File: src/rtl/div_fp_pkg.sv
// Shared types and helpers for the iterative floating-point divider:
// FSM states, format widths and canonical special-value bit patterns.
package div_fp_pkg;

    typedef enum logic [1:0] {IDLE, DIVIDE, NORMALIZE, DONE} state_t;

    function automatic int fp_width(input int ew, input int mw);
        return 1 + ew + mw;
    endfunction

    function automatic int fp_bias(input int ew);
        return (1 << (ew - 1)) - 1;
    endfunction

    // Patterns are built on 64 bits; callers size-cast them to the word width.
    function automatic logic [63:0] sign_bit(input logic s, input int ew, input int mw);
        return {63'd0, s} << (ew + mw);
    endfunction

    function automatic logic [63:0] exp_ones(input int ew, input int mw);
        return ((64'd1 << ew) - 64'd1) << mw;
    endfunction

    function automatic logic [63:0] nan_pat(input logic s, input int ew, input int mw);
        return sign_bit(s, ew, mw) | exp_ones(ew, mw) | (64'd1 << (mw - 1));
    endfunction

    function automatic logic [63:0] inf_pat(input logic s, input int ew, input int mw);
        return sign_bit(s, ew, mw) | exp_ones(ew, mw);
    endfunction

    function automatic logic [63:0] zero_pat(input logic s, input int ew, input int mw);
        return sign_bit(s, ew, mw);
    endfunction

endpackage

File: src/rtl/div_fp_classify.sv
// Combinational operand decode: sign, exponent, hidden-bit mantissa and class.
// Denormals are treated as zero; an all-ones exponent flags inf/NaN.
module div_fp_classify
    import div_fp_pkg::*;
#(
    parameter int EXP_W = 5,
    parameter int MAN_W = 10,
    localparam int W = fp_width(EXP_W, MAN_W)
) (
    input  logic [W-1:0]     op,
    output logic             is_zero,
    output logic             is_special,
    output logic             sign,
    output logic [EXP_W-1:0] exp,
    output logic [MAN_W:0]   man
);

    assign sign       = op[W-1];
    assign exp        = op[MAN_W +: EXP_W];
    assign man        = {1'b1, op[MAN_W-1:0]};
    assign is_zero    = (exp == '0);
    assign is_special = &exp;

endmodule

File: src/rtl/div_fp_iterative.sv
// Restoring radix-2 FP divider: one quotient bit per cycle, result MAN_W+3 edges after accept
// (specials resolve on the accept edge). Result held in DONE until i_Ready; o_Ready only in IDLE.
module div_fp_iterative
    import div_fp_pkg::*;
#(
    parameter int EXP_W = 5,
    parameter int MAN_W = 10,
    localparam int W = fp_width(EXP_W, MAN_W)
) (
    input  logic         i_Clk,
    input  logic         i_Rst_n,
    input  logic         i_Valid,
    output logic         o_Ready,
    input  logic [W-1:0] i_Dividend,
    input  logic [W-1:0] i_Divisor,
    output logic         o_Valid,
    input  logic         i_Ready,
    output logic [W-1:0] o_Quotient,
    output logic         o_Exception
);

    localparam int CW = $clog2(MAN_W + 3);
    localparam logic [CW-1:0]           LAST   = CW'(MAN_W + 1);
    localparam logic [EXP_W+1:0]        BIAS_E = (EXP_W + 2)'(fp_bias(EXP_W));
    localparam logic signed [EXP_W+1:0] ONE    = (EXP_W + 2)'(1);
    localparam logic signed [EXP_W+1:0] ZERO   = (EXP_W + 2)'(0);
    localparam logic signed [EXP_W+1:0] EMAX   = (EXP_W + 2)'((1 << EXP_W) - 1);

    logic             a_zero, a_spec, a_sign;
    logic             b_zero, b_spec, b_sign;
    logic [EXP_W-1:0] a_exp, b_exp;
    logic [MAN_W:0]   a_man, b_man;

    div_fp_classify #(.EXP_W(EXP_W), .MAN_W(MAN_W)) u_cls_a (
        .op(i_Dividend), .is_zero(a_zero), .is_special(a_spec),
        .sign(a_sign), .exp(a_exp), .man(a_man)
    );

    div_fp_classify #(.EXP_W(EXP_W), .MAN_W(MAN_W)) u_cls_b (
        .op(i_Divisor), .is_zero(b_zero), .is_special(b_spec),
        .sign(b_sign), .exp(b_exp), .man(b_man)
    );

    state_t                  state;
    logic [MAN_W+1:0]        rem, quo;
    logic [MAN_W:0]          dsr;
    logic [CW-1:0]           cnt;
    logic signed [EXP_W+1:0] expo;
    logic                    sgn;

    logic                    res_sign, ge;
    logic [MAN_W+1:0]        rem_sub, rem_next;
    logic [EXP_W+1:0]        e_acc;
    logic signed [EXP_W+1:0] e_norm;
    logic [MAN_W-1:0]        m_norm;

    assign res_sign = a_sign ^ b_sign;
    assign e_acc    = {2'b00, a_exp} - {2'b00, b_exp} + BIAS_E;
    assign ge       = (rem >= {1'b0, dsr});
    assign rem_sub  = ge ? (rem - {1'b0, dsr}) : rem;
    assign rem_next = rem_sub << 1;

    // A quotient below 1.0 has its integer bit clear; use the next bit as the leading one.
    assign e_norm = quo[MAN_W+1] ? expo : (expo - ONE);
    assign m_norm = quo[MAN_W+1] ? quo[MAN_W:1] : quo[MAN_W-1:0];

    always_ff @(posedge i_Clk or negedge i_Rst_n) begin
        if (!i_Rst_n) begin
            state       <= IDLE;
            o_Ready     <= 1'b1;
            o_Valid     <= 1'b0;
            o_Quotient  <= '0;
            o_Exception <= 1'b0;
            rem         <= '0;
            quo         <= '0;
            dsr         <= '0;
            cnt         <= '0;
            expo        <= '0;
            sgn         <= 1'b0;
        end else begin
            case (state)
                IDLE: begin
                    if (i_Valid) begin
                        o_Ready <= 1'b0;
                        sgn     <= res_sign;
                        if (a_spec || b_spec) begin
                            o_Quotient  <= W'(nan_pat(res_sign, EXP_W, MAN_W));
                            o_Exception <= 1'b1;
                            o_Valid     <= 1'b1;
                            state       <= DONE;
                        end else if (b_zero) begin
                            o_Quotient  <= W'(inf_pat(res_sign, EXP_W, MAN_W));
                            o_Exception <= 1'b1;
                            o_Valid     <= 1'b1;
                            state       <= DONE;
                        end else if (a_zero) begin
                            o_Quotient  <= W'(zero_pat(res_sign, EXP_W, MAN_W));
                            o_Exception <= 1'b0;
                            o_Valid     <= 1'b1;
                            state       <= DONE;
                        end else begin
                            rem   <= {1'b0, a_man};
                            dsr   <= b_man;
                            quo   <= '0;
                            cnt   <= '0;
                            expo  <= e_acc;
                            state <= DIVIDE;
                        end
                    end
                end
                DIVIDE: begin
                    rem <= rem_next;
                    quo <= {quo[MAN_W:0], ge};
                    cnt <= cnt + CW'(1);
                    if (cnt == LAST) begin
                        state <= NORMALIZE;
                    end
                end
                NORMALIZE: begin
                    o_Valid <= 1'b1;
                    state   <= DONE;
                    if (e_norm >= EMAX) begin
                        o_Quotient  <= W'(inf_pat(sgn, EXP_W, MAN_W));
                        o_Exception <= 1'b1;
                    end else if (e_norm <= ZERO) begin
                        o_Quotient  <= W'(zero_pat(sgn, EXP_W, MAN_W));
                        o_Exception <= 1'b1;
                    end else begin
                        o_Quotient  <= {sgn, e_norm[EXP_W-1:0], m_norm};
                        o_Exception <= 1'b0;
                    end
                end
                DONE: begin
                    if (i_Ready) begin
                        o_Valid <= 1'b0;
                        o_Ready <= 1'b1;
                        state   <= IDLE;
                    end
                end
                default: state <= IDLE;
            endcase
        end
    end

endmodule

File: config.mk
export PLATFORM = sky130hd
export DESIGN_NAME = div_fp_iterative
export DESIGN_NICKNAME = d
export VERILOG_FILES = /design/src/rtl/div_fp_pkg.sv /design/src/rtl/div_fp_classify.sv /design/src/rtl/div_fp_iterative.sv
export SDC_FILE = /design/constraint.sdc
export NUM_CORES = 1
export LEC_CHECK = 0
export BUFFER_PORTS_ARGS = -buffer_cell sky130_fd_sc_hd__buf_2
export CORE_MARGIN = 1
export CORE_UTILIZATION = 64
export CTS_BUF_LIST = sky130_fd_sc_hd__clkbuf_8
export CTS_CLUSTER_DIAMETER = 30
export DETAILED_ROUTE_END_ITERATION = 6
export GPL_TIMING_DRIVEN = 0
export PLACE_DENSITY = 0.87
export SLEW_MARGIN = 5
export SYNTH_ARGS = -nofsm -noshare
export SYNTH_HDL_FRONTEND = slang
export SYNTH_HIERARCHICAL = 1
export SYNTH_SLANG_ARGS = --single-unit
export TNS_END_PERCENT = 1
File: constraint.sdc
create_clock -name i_Clk -period 4.2 [get_ports i_Clk]
set_input_delay 0.63 -clock i_Clk [delete_from_list [all_inputs] [get_ports i_Clk]]
set_output_delay 0.63 -clock i_Clk [all_outputs]
set_load 0.005 [all_outputs]
==> flow_summary.ini, run 1 <==
[run_status]
run_status = finished clean

[critical_path]
cp_slowest_cell = sky130_fd_sc_hd__nor4_1
reg2reg_setup_slack_ns = 1.44
worstSetupEndpointType = flip-flop
r2r_cells = 10
critical_path_buf_inv_count = 3
crit_family = simple AND/OR/NAND/NOR gates
total_stage_count_of_the_critical_path = 9
critPathRequiredTime_ns = 4.43
start_kind = input pin
setup.worst_path.class = in2reg
critPathArrivalTime_ns = 3.07
timing.critical_path.cells = buf_2 -> or4_1 -> nor2_1 -> nor4_1 -> nand3_1 -> o21ai_0 -> clkbuf_1 -> buf_1 -> o32ai_1
crit-reg2reg-launch = rem[0]
crit_path_max_fanout = 10
worstReg2RegEnd = rem[7]
worst_path_largest_cell_delay_ns = 0.46

[logic_synthesis]
synth_common_cells = sky130_fd_sc_hd__dfrtp_1 (67), sky130_fd_sc_hd__nand2_1 (59), sky130_fd_sc_hd__o21ai_0 (37)
async_flop_share_pct = 100
synth_largest_type_area_fraction_pct = 36.6
synthesis.area_per_instance_um2 = 9.10
synth_flop_cell = sky130_fd_sc_hd__dfrtp_1
synthMostInstantiatedCell = sky130_fd_sc_hd__dfrtp_1
number_of_instances_in_the_synthesized_netlist = 504
synth.ff_latch_count = 68
synthDominantAreaCellType = sky130_fd_sc_hd__dfrtp_1
mappedNetlistArea_um2 = 4590
ys_warn_count = 6
synth_nets = 566
yosysSeqAreaShare_pct = 37.1
synth.lib_cells_used.distinct = 67
post_synth_main_area_contributors = sky130_fd_sc_hd__dfrtp_1 (37%), sky130_fd_sc_hd__ha_1 (6.5%), sky130_fd_sc_hd__buf_4 (5.6%), sky130_fd_sc_hd__nand2_1 (4.8%), sky130_fd_sc_hd__mux2i_1 (4.1%)
synth-edff-count = 0

[power]
total_leakage_power_nw = 2.45
irDropWorstVdd_mv = 0.507
power.density_nw_per_um2 = 762

[cells_and_area]
antennaDiodeCount = 0
area.growth.synth_to_final_pct = 10.7
fillers = 528
layout.nets = 609
final_layout_size_suffix_gt1_share_pct = 21.0
postLayoutCoreUtil_pct = 73.9

[global_routing]
globalRouteTotalUtil_pct = 27.9
first_pass_grt_wire_length_mm = 16.3
grt_start_max_net_pins = 69
number_of_global_route_vias_before_repair = 3604
antenna_found_initial = 0
grt_remaining_overflow = 0

[cts]
tritoncts_buffer_count = 9
worst_skew_pair.late_latency_ns = 0.36
clockRootBuffer = sky130_fd_sc_hd__clkbuf_8
cts_resized = 0
cts_hold_buf = 0
cts-root-to-sink-buffers = 2
cts.repair_timing.setup_buffer_count = 0
cts_tree = built
clock_sinks = 68
cts_max_level = 3
cts.clk_slew.worst_paths_ns = 0.09

[timing]
setup-tns-final_ns = 0
post-route-period-util_pct = 67.6
final.setup_skew_ns = 0.0135
slew-limit-headroom_pct = 44.3
hold_viol = 0
finalSetupViolCount = 0
grt_setup_unrepaired = false
period_minus_slack_ns = 2.84
worst_margin_pin_slew_ns = 0.835
clock.fmax_mhz = 352
final-max-slew-violation-count = 0

[detailed_routing]
num_vias = 3756
detail-route-antenna-nets = 0
vias_per_cell = 5.80
detail_route.drc_violations = 0
first_pass_iters = 5
initialDrtViolationCount = 221
totalWireLength_mm = 9.57
detail_route.wl_per_cell_um = 14.8

[placement]
place_congestion = 0.896
post-dp-hpwl_mm = 7.04
io_buffers = 32

[floorplanning]
ios = 55
die_x_um = 86.7
dieArea_um2 = 7510
core_region_area_um2 = 6870
effective_utilization_at_floorplan_pct = 66.8
die_y_um = 86.7
std_cell_rows = 30

[run]
cap_viol_max_count = 0

[hold_path]
min_path_type = in2async
worst max path at each step:
| stage | from | to | slack (ns) |
|---|---|---|---|
| final | i_Divisor[13] | rem[0] | 1.36 |
| after global routing | i_Dividend[13] | quo[10] | 1.10 |
| after CTS | i_Divisor[13] | rem[0] | 1.39 |
| after detailed placement | i_Divisor[13] | rem[0] | 1.01 |
| after global placement | i_Divisor[10] | rem[0] | 0.98 |
| after floorplan | i_Dividend[10] | expo[5] | 1.77 |
stage by stage:
stage / setup slack [ns] / cells / hold WS (ns) / total power [mW] / area [um^2]
2_1_floorplan: 1.77 / 504 / 0.334 / 2.76 / 4590
3_5_place_dp: 1.01 / 632 / 0.466 / 3.26 / 4870
6_report: 1.36 / 648 / 0.354 / 3.87 / 5080
3_3_place_gp: 0.983 / 632 / 0.452 / 3.15 / 4870
5_1_grt: 1.10 / 648 / 0.448 / 4.18 / 5080
4_1_cts: 1.39 / 648 / 0.403 / 3.84 / 5080
cells in the final DEF, fill, tap and decap left out, types with 3 or more instances in the layout:
| master | Yosys | final |
|---|---|---|
| sky130_fd_sc_hd__or3_1 | 4 | 4 |
| sky130_fd_sc_hd__a221o_1 | 3 | 3 |
| sky130_fd_sc_hd__nor2_1 | 22 | 22 |
| sky130_fd_sc_hd__ha_1 | 24 | 24 |
| sky130_fd_sc_hd__buf_2 | 3 | 34 |
| sky130_fd_sc_hd__nand2b_1 | 9 | 9 |
| sky130_fd_sc_hd__mux2_2 | 16 | 16 |
| sky130_fd_sc_hd__a211oi_1 | 5 | 5 |
| sky130_fd_sc_hd__and3_1 | 13 | 13 |
| sky130_fd_sc_hd__xor2_1 | 3 | 3 |
| sky130_fd_sc_hd__nor2b_1 | 4 | 4 |
| sky130_fd_sc_hd__mux2i_1 | 19 | 19 |
| sky130_fd_sc_hd__nand3_1 | 20 | 20 |
| sky130_fd_sc_hd__clkbuf_8 | 0 | 9 |
| sky130_fd_sc_hd__o21ai_1 | 9 | 9 |
| sky130_fd_sc_hd__inv_1 | 32 | 32 |
| sky130_fd_sc_hd__xnor2_1 | 13 | 13 |
| sky130_fd_sc_hd__a21oi_1 | 24 | 24 |
| sky130_fd_sc_hd__a21o_1 | 4 | 4 |
| sky130_fd_sc_hd__buf_4 | 34 | 35 |
| sky130_fd_sc_hd__nand4_1 | 3 | 3 |
| sky130_fd_sc_hd__o31ai_1 | 4 | 4 |
| sky130_fd_sc_hd__nor3_1 | 8 | 8 |
| sky130_fd_sc_hd__nand2_1 | 59 | 59 |
| sky130_fd_sc_hd__nor4_1 | 3 | 3 |
| sky130_fd_sc_hd__o21ai_0 | 37 | 37 |
| sky130_fd_sc_hd__dfrtp_1 | 67 | 67 |
| sky130_fd_sc_hd__clkbuf_1 | 11 | 11 |
| sky130_fd_sc_hd__a31oi_1 | 4 | 4 |
state kept, by name, indices dropped and copies added, names as in the netlist:
register     flops
expo             7
state            2
o_Valid          1
sgn              1
quo             12
o_Quotient      16
rem             12
o_Exception      1
dsr             11
o_Ready          1
cnt              4
layout make-up:
cell class / count / area, um^2 / share of cell area [%]
Clock buffer: 9 / 124 / 2.44
Timing Repair Buffer: 32 / 163 / 3.20
Inverter: 32 / 120 / 2.37
Clock inverter: 7 / 83.8 / 1.65
Buffer: 54 / 359 / 7.07
Multi-Input combinational cell: 350 / 2400 / 47.4
Sequential cell: 68 / 1700 / 33.5
Tap cell: 96 / 120 / 2.37
logic make-up after synthesis:
| logic type | after synthesis | share of synthesized area [%] |
|---|---|---|
| other cells | 2 | 0.164 |
| compound gates | 114 | 16.5 |
| xor+xnor | 16 | 3.06 |
| flops | 68 | 37.1 |
| buf+inv | 86 | 10.4 |
| fa+ha+maj | 26 | 7.42 |
| simple gates | 157 | 17.2 |
| mux | 35 | 8.07 |
worst reg2reg max path: stages, from the launching register on:
cell and delay [ns]:
sky130_fd_sc_hd__dfrtp_1 0.35, sky130_fd_sc_hd__inv_1 0.07, sky130_fd_sc_hd__ha_1 0.22, sky130_fd_sc_hd__fa_1 0.41
sky130_fd_sc_hd__nand2b_1 0.20, sky130_fd_sc_hd__a211oi_1 0.34, sky130_fd_sc_hd__o31ai_1 0.18, sky130_fd_sc_hd__nand2b_1 0.22
sky130_fd_sc_hd__buf_2 0.31, sky130_fd_sc_hd__o311ai_0 0.20, sky130_fd_sc_hd__a31oi_1 0.20
per-layer routing:
layer	track usage, %	part of all wire (%)	wire length, um
met3	4.19	4.7	446
met2	48.0	48	4590
met5	0	0	0
met4	10.9	2.4	227
met1	35.4	45	4300
power breakdown:
group          internal (mW)  switching [mW]
clock network          0.284           0.291
registers              0.882           0.170
logic                  0.949            1.29
No activity file was read; power rests on OpenSTA's default activity.
==> run 2, diff against run 1 <==
- CORE_UTILIZATION: 64 -> 55
- PLACE_DENSITY: 0.87 -> 0.79
- clock period: 4.2 -> 2.35 ns (I/O delays scaled with it)
==> flow_summary.ini, run 2 (synthesized netlist as in run 1, its figures left out) <==
[power]
net_switching_component_of_the_power_mw = 3.29
irDropWorstVdd_mv = 0.914
total_leakage_power_nw = 2.48
sequentialPowerShare_pct = 25.8
total_power_mw = 7.27
share_comb_of_total_power_pct = 60.1
power.share.switching_pct = 45.3
internal_power_mw = 3.98
power.density_nw_per_um2 = 1400
clock_power_share_pct = 14.1

[cells_and_area]
largest_reg_flops = 16
final_layout_size_suffix_gt1_share_pct = 25.4
biggestRegsByFlops = o_Quotient x16, quo x12, rem x12
antennaDiodeCount = 0
most_common_library_cell_in_the_layout_ignoring_fill_and_taps = sky130_fd_sc_hd__dfrtp_1
largest_register = o_Quotient
layout.nets = 613
fillers = 667
layout.cells.most_common_list = sky130_fd_sc_hd__dfrtp_1 (66), sky130_fd_sc_hd__nand2_1 (59), sky130_fd_sc_hd__buf_4 (39)
area.growth.synth_to_final_pct = 13.3

[timing]
post-route-period-util_pct = 101
final.setup_skew_ns = 0.0156
setup-tns-final_ns = -0.0274
finalSetupViolCount = 1
grt_setup_unrepaired = true
fin_ws_ns = -0.0274
period_minus_slack_ns = 2.38
slew-limit-headroom_pct = 43.4
final-max-slew-violation-count = 0
worst_margin_pin_slew_ns = 0.848
hold-worst-slack_ns = 0.0841
hold_viol = 0
clock.fmax_mhz = 421

[floorplanning]
effective_utilization_at_floorplan_pct = 58.2
std_cell_rows = 32
dieArea_um2 = 8710
die_x_um = 93.3
die_y_um = 93.3
core_region_area_um2 = 7890
ios = 55

[placement]
post-dp-hpwl_mm = 7.02
dp_worst_setup_slack_ns = -0.734
io_buffers = 32
place_congestion = 0.891

[cts]
cts_max_level = 3
tritoncts_buffer_count = 9
cts_hold_buf = 0
cts-root-to-sink-buffers = 2
worst_skew_pair.late_latency_ns = 0.35
clockRootBuffer = sky130_fd_sc_hd__clkbuf_8
cts_tree = built
cts.clk_slew.worst_paths_ns = 0.08
clock_sinks = 68

[global_routing]
first_pass_grt_wire_length_mm = 16.5
grt_start_max_net_pins = 69
number_of_global_route_vias_before_repair = 3687
antenna_found_initial = 0
grt_remaining_overflow = 0
globalRouteTotalUtil_pct = 23.9

[run]
cap_viol_max_count = 0

[run_status]
failed_checks = setup timing
run_status = finished with violations

[detailed_routing]
first_pass_iters = 4
detail_route.drc_violations = 0
vias_per_cell = 5.76
initialDrtViolationCount = 173
detail_route.wl_per_cell_um = 14.9
route.met2.wl_mm = 4.79
num_vias = 3787
wirelength_met1_mm = 4.24
highest_layer = met4
detail-route-antenna-nets = 0
wl_met3_um = 472
totalWireLength_mm = 9.78

[critical_path]
crit-reg2reg-launch = expo[1]
worst_path_largest_cell_delay_ns = 0.48
r2r_cells = 7
cp_slowest_cell = sky130_fd_sc_hd__or4b_4
crit_path_start = expo[1]
total_stage_count_of_the_critical_path = 7
crit_family = simple AND/OR/NAND/NOR gates
start_kind = flip-flop
critical_path_buf_inv_count = 1
timing.critical_path.cells = inv_2 -> ha_4 -> or4b_4 -> or4_4 -> a311oi_4 -> a31oi_1 -> o21ai_1
critPathArrivalTime_ns = 2.66
crit_path_max_fanout = 4
reg2reg_setup_slack_ns = -0.03
critPathRequiredTime_ns = 2.63
worstSetupEndpointType = flip-flop
setup.worst_path.class = reg2reg

[hold_path]
min_path_type = in2async
## run 2: area by class of cell
type / instances / area, um^2 / share of cell area, %
multi-input combinational: 351 / 2480 / 47.8
sequential: 68 / 1700 / 32.8
buffer: 53 / 362 / 6.96
timing repair buffer: 36 / 193 / 3.71
tap: 102 / 128 / 2.46
clock buffer: 9 / 124 / 2.38
inverter: 32 / 120 / 2.31
clock inverter: 7 / 82.6 / 1.59
## run 2: what timing repair did
| action | 4_1_cts | 5_1_grt |
|---|---|---|
| gates resized for setup | 15 | 13 |
| pin swaps | 13 | 3 |
| cloned | 1 | 0 |
| endpoints found under the setup margin | 33 | 46 |
| buffers inserted | 4 | 0 |
## run 2: path summary, 6_finish.rpt
check / to
setup / recovery: o_Quotient[9]
hold / removal: o_Quotient[10]
setup reg to reg: o_Quotient[9]
hold reg to reg: o_Quotient[8]
max in group asynchronous: expo[0]
min in group i_Clk: dsr[5]
## run 2: routing by layer
layer	global-route usage (%)	up-vias
li1	-	1846
met1	30.1	1811
met2	40.7	104
met3	3.82	26
met4	10.1	0
met5	0	-
## run 2: power groups by stage
stage | Sequential (mW) | Combinational (mW) | Clock (mW)
5_1_grt | 1.93 | 4.83 | 1.08
4_1_cts | 1.87 | 4.22 | 1.05
3_5_place_dp | 1.90 | 3.96 | 0
6_report | 1.88 | 4.37 | 1.03
3_3_place_gp | 1.87 | 3.78 | 0
2_1_floorplan | 1.83 | 3.09 | 0
## run 2: through the flow
step / cell area [um^2] / util, % / instances
global placement: 4870 / 61.8 / 638
CTS: 5160 / 65.5 / 658
finish: 5190 / 65.9 / 658
global route: 5190 / 65.9 / 658
floorplan: 4590 / - / 504
detailed placement: 4880 / 61.8 / 638
## run 2: worst reg2reg max path: cells and delay by family (launching register included)
family	cells	cell delay, ns
AO/OA/AOI/OAI	3	0.74
AND/OR/NAND/NOR	2	0.93
flip-flops	1	0.40
buffers and inverters	1	0.07
adder cells (fa/ha/maj)	1	0.15
